**config.mk**
```make
export PLATFORM = sky130hd
export DESIGN_NAME = pico2wb_bridge
export DESIGN_NICKNAME = d
export VERILOG_FILES = /design/src/rtl/pico_soc_pkg.sv /design/src/rtl/wb_addr_dec.sv /design/src/rtl/pico2wb_bridge.sv
export SDC_FILE = /design/constraint.sdc
export NUM_CORES = 1
export LEC_CHECK = 0
export BUFFER_PORTS_ARGS = -buffer_cell sky130_fd_sc_hd__buf_4
export CAP_MARGIN = 15
export CORE_MARGIN = 2
export CORE_UTILIZATION = 25
export DETAILED_ROUTE_END_ITERATION = 16
export PLACE_DENSITY = 0.6
export SKIP_CTS_REPAIR_TIMING = 1
export SLEW_MARGIN = 10
export SYNTH_ARGS = -nofsm -noshare
export SYNTH_HDL_FRONTEND = slang
export SYNTH_HIERARCHICAL = 1
export SYNTH_SLANG_ARGS = --single-unit
```
**constraint.sdc**
```tcl
create_clock -name i_clk -period 1.7 [get_ports i_clk]
set_input_delay 0.34 -clock i_clk [delete_from_list [all_inputs] [get_ports i_clk]]
set_output_delay 0.34 -clock i_clk [all_outputs]
set_load 0.01 [all_outputs]
```
**src/rtl/pico_soc_pkg.sv**
```systemverilog
// pico_soc_pkg: shared bridge state encoding, peripheral window base and timeout read value
package pico_soc_pkg;
    typedef enum logic [1:0] {S_IDLE, S_REQ, S_RESP} state_t;
    localparam logic [31:0] PBASE_DEF = 32'h0200_0000;
    localparam logic [31:0] TIMEOUT_RDATA = 32'hFFFF_FFFF;
endpackage

```
**src/rtl/wb_addr_dec.sv**
```systemverilog
// wb_addr_dec: peripheral window match and slave index decode
module wb_addr_dec import pico_soc_pkg::*; #(
    parameter int NSLV = 4,
    parameter logic [31:0] PBASE = PBASE_DEF,
    parameter int IW = (NSLV > 1) ? $clog2(NSLV) : 1
) (
    input  logic [31:0]   addr,
    output logic          hit,
    output logic [IW-1:0] index
);
    logic unused_ok;
    assign hit = addr[31:16] == PBASE[31:16];
    assign index = (NSLV > 1) ? addr[8 +: IW] : '0;
    assign unused_ok = ^addr;
endmodule

```
**src/rtl/pico2wb_bridge.sv**
```systemverilog
// pico2wb_bridge: PicoRV32 native bus to multi-slave Wishbone bridge with ack timeout
module pico2wb_bridge import pico_soc_pkg::*; #(
    parameter int NSLV = 4,
    parameter int ASIZE = 2,
    parameter int DSIZE = 8,
    parameter logic [31:0] PBASE = PBASE_DEF,
    parameter int TIMEOUT = 15
) (
    input  logic                  i_clk,
    input  logic                  i_rst_n,
    input  logic                  i_mem_valid,
    input  logic [31:0]           i_mem_addr,
    input  logic [31:0]           i_mem_wdata,
    input  logic [3:0]            i_mem_wstrb,
    output logic                  o_mem_ready,
    output logic [31:0]           o_mem_rdata,
    output logic                  o_err,
    output logic [NSLV-1:0]       o_wb_stb,
    output logic [ASIZE-1:0]      o_wb_adr,
    output logic                  o_wb_we,
    output logic [DSIZE-1:0]      o_wb_dat,
    input  logic [NSLV-1:0]       i_wb_ack,
    input  logic [NSLV*DSIZE-1:0] i_wb_dat
);
    localparam int IW = (NSLV > 1) ? $clog2(NSLV) : 1;
    localparam int CW = (TIMEOUT > 0) ? $clog2(TIMEOUT + 1) : 1;
    state_t state, state_nxt;
    logic [IW-1:0] idx, dec_idx;
    logic [CW-1:0] cnt;
    logic [31:0] rdata_q;
    logic err_q, win_hit, hit, ack_sel, timed_out, unused_ok;
    logic [DSIZE-1:0] sel_dat;

    wb_addr_dec #(.NSLV(NSLV), .PBASE(PBASE), .IW(IW)) u_dec (
        .addr  (i_mem_addr),
        .hit   (win_hit),
        .index (dec_idx)
    );

    assign hit = i_mem_valid & win_hit;
    assign ack_sel = i_wb_ack[idx];
    assign sel_dat = i_wb_dat[idx*DSIZE +: DSIZE];
    // counter reaches TIMEOUT at the end of the TIMEOUT-th strobe cycle
    assign timed_out = cnt == CW'(TIMEOUT - 1);
    assign o_mem_rdata = rdata_q;
    assign unused_ok = ^{i_mem_addr, i_mem_wdata};

    always_comb begin
        state_nxt = state;
        o_wb_stb = (state == S_REQ) ? NSLV'(1) << idx : '0;
        o_mem_ready = state == S_RESP;
        o_err = (state == S_RESP) & err_q;
        case (state)
            S_IDLE:  state_nxt = hit ? S_REQ : S_IDLE;
            S_REQ:   state_nxt = (ack_sel || timed_out) ? S_RESP : S_REQ;
            default: state_nxt = S_IDLE;
        endcase
    end

    always_ff @(posedge i_clk or negedge i_rst_n) begin
        if (!i_rst_n) begin
            state <= S_IDLE;
            idx <= '0;
            o_wb_adr <= '0;
            o_wb_dat <= '0;
            o_wb_we <= 1'b0;
            cnt <= '0;
            rdata_q <= '0;
            err_q <= 1'b0;
        end else begin
            state <= state_nxt;
            if (state == S_IDLE && hit) begin
                idx <= dec_idx;
                o_wb_adr <= i_mem_addr[ASIZE+1:2];
                o_wb_dat <= i_mem_wdata[DSIZE-1:0];
                o_wb_we <= |i_mem_wstrb;
                cnt <= '0;
            end
            if (state == S_REQ) begin
                cnt <= cnt + CW'(1);
                if (ack_sel) begin
                    rdata_q <= o_wb_we ? '0 : 32'(sel_dat);
                    err_q <= 1'b0;
                end else if (timed_out) begin
                    rdata_q <= TIMEOUT_RDATA;
                    err_q <= 1'b1;
                end
            end
        end
    end
endmodule

```
==> results.yml <==
run_status:
  status: "complete, no violations"
route:
  vias: 1487
  routedWlPerCell_um: 13.0
  drt_first_iter_violations: 30
  ant_nets: 0
  wirelength_um: 4510
  routed_via_density: 4.29
  first_pass_iters: 4
  drc: 0
min_path:
  worstHoldStart: "i_mem_wdata[3]"
  hold_path.class: "in2reg"
worst_setup_path:
  arrival_ns: 1.33
  cp-startpoint: "state[1]"
  worst_r2r_startpoint: "idx[0]"
  crit_type: "reg2out"
  endpoint_kind: "primary output"
  start_kind: "flop"
  required_ns: 1.36
  crit_path_max_fanout: 6
floorplan:
  start_util: 0.254
  core_um2: 6680
  rows: 30
  design.die.area_um2: 7470
  die_w_um: 86.4
  die_h_um: 86.4
  ios: 156
logic_synthesis:
  ys_seq_area_frac: 0.412
  synth_cell_types: 32
  synth-xor-area-share: 0.00515
  synth_compound_area_frac: 0.0604
  yosysTopAreaCell: "dfrtp_1"
  async_reset_ff_frac: 1.00
  synth_top_family_by_area: "simple AND/OR/NAND/NOR gates"
  syn_inst: 173
  netlist_area_um2: 1700
  yosysWarnings: 6
  synth-edff-count: 0
  synth_area_leaders: "dfrtp_1 41%, buf_4 11%, nand2_1 8.8%, mux4_2 8.0%, mux4_1 4.6%"
  synthFlopType: "dfrtp_1"
  yosys-mux-area-fraction: 0.132
  syn_nets: 282
  synth_simple_gate_area_frac: 0.209
  syn_avg_cell_area_um2: 9.82
  ys_seq_elements: 28
  yosys.area.top_type_share: 0.412
  synth-adder-area-share: 0.0147
cells_and_area:
  diodes: 0
  fin_area_um2: 2570
  nFillCells: 695
  synthToLayoutAreaGrowth_pct: 51.1
  layout.cells.non_filler: 347
  final_core_util: 0.384
  nets: 378
  drive_gt1_frac: 0.524
power:
  p_leak_nw: 1.35
  total_power_mw: 1.45
  ir_drop_mv: 0.276
  p_per_area_nw_per_um2: 564
timing:
  fmax_ghz: 0.599
  tightest_slew_ns: 0.370
  max_slew_margin: 0.753
  hold_viol: 0
  setup_violations: 0
  worst_clock_skew_ns: 0.00999
  post-route-period-util: 0.982
  tns_ns: 0
  min_period_ns: 1.67
  drv_slew: 0
global_route:
  globalRouteMet2Util: 0.197
  grt_max_degree: 29
  busiest_layer: "met2"
  grt_use_met1: 0.150
  grt_pass1_wl_um: 6950
  antenna_found_initial: 0
  met3_usage: 0.0314
  grt_pass1_vias: 1392
  overflow: 0
  gr-usage-all-layers: 0.114
clock_tree:
  path_clk_slew_ns: 0.10
  cts_tree: "done"
  root_buffer: "clkbuf_8"
  cts_inserted_buffers: 3
  cts.sinks: 28
  htreeDepth: 1
  clkLatencyLatePin_ns: 0.27
  cts_buffer_depth: 2
placed_design:
  portBuffers: 119
  hpwlAfterDp_um: 3470
  dp.cells: 343
  dpl_cell_area_um2: 2490
  gp_congestion: 0.733
run:
  cap_violations: 0
==> cells in the final DEF, fill, tap and decap left out, drive strengths merged, types with 2 or more instances in the layout <==
cell / synthesis / final
ha: 2 / 2
o21ai: 4 / 4
clkbuf: 5 / 3
and3: 2 / 2
nand3: 3 / 3
dfrtp: 28 / 28
nor2: 4 / 4
inv: 11 / 11
nor4: 4 / 4
nand2b: 9 / 9
a22oi: 8 / 8
and2: 2 / 2
nand2: 40 / 40
nor2b: 2 / 2
buf: 29 / 124
mux4: 9 / 9
==> cell usage after synthesis (2+ instances only) <==
cell type	n
nand2_1	40
buf_4	26
and3_1	2
clkbuf_1	5
nor4_1	4
nor2b_1	2
mux4_2	6
nor2_1	4
inv_1	11
nand3_1	3
nand2b_1	9
mux4_1	3
ha_1	2
a22oi_1	8
dfrtp_1	28
buf_6	2
o21ai_0	3
==> registers in the layout, indices dropped and copies added, names as in the netlist <==
signal       cells
o_wb_adr         2
idx              2
state            2
cnt              4
o_wb_we          1
o_wb_dat         8
o_mem_rdata      9
==> cell type report <==
type	count	area, um2	share of cell area
tap	80	100	0.0390
inverter	11	41.3	0.0161
timing repair buffer	125	945	0.368
multi-input combinational	100	738	0.288
clock buffer	3	41.3	0.0161
sequential	28	702	0.273
==> layer usage <==
| layer | wire (um) | vias to the layer above | share of wire |
|---|---|---|---|
| met5 | 0 | - | 0 |
| met4 | 4 | 0 | 0.00089 |
| met3 | 379 | 2 | 0.084 |
| met2 | 2310 | 57 | 0.51 |
| met1 | 1820 | 685 | 0.40 |
| li1 | - | 743 | - |
==> per-stage QoR <==
| step | setup WS (ns) | hold slack [ns] |
|---|---|---|
| 4_1_cts | -0.0647 | -0.0163 |
| 5_1_grt | -0.0257 | 0.246 |
| 3_3_place_gp | 0.0361 | 0.287 |
| 2_1_floorplan | 0.179 | 0.0444 |
| 3_5_place_dp | 0.0365 | 0.284 |
| 6_report | 0.0309 | 0.253 |
==> where the power goes <==
part	internal, mW	leakage, nW	switching [mW]	total [mW]
Combinational	0.231	0.988	0.136	0.367
Clock	0.159	0.0216	0.203	0.362
Sequential	0.694	0.345	0.0243	0.718
==> logic make-up after synthesis <==
family                   count (synthesis)
XOR/XNOR                                 1
AND/OR/NAND/NOR                         72
AO/OA/AOI/OAI                           15
adder cells (fa/ha/maj)                  2
multiplexers                            10
buffers and inverters                   45
flip-flops                              28
==> path summary, 6_finish.rpt <==
| kind | cells past startpoint | slack, ns | endpoint |
|---|---|---|---|
| min in group asynchronous | 2 | 0.53 | o_mem_rdata[0] |
| setup reg to reg | 3 | 0.14 | o_mem_rdata[1] |
| hold / removal | 3 | 0.25 | o_wb_dat[3] |
| max in group asynchronous | 2 | 0.88 | state[0] |
| setup / recovery | 3 | 0.03 | o_wb_stb[0] |
| hold reg to reg | 2 | 0.49 | o_wb_dat[5] |
==> critical path: stages, from the launching register on <==
cell	delay (ns)
dfrtp_1	0.46
nand2b_2	0.26
nor3_2	0.17
buf_4	0.16
Power figures use the tool's default switching activity.
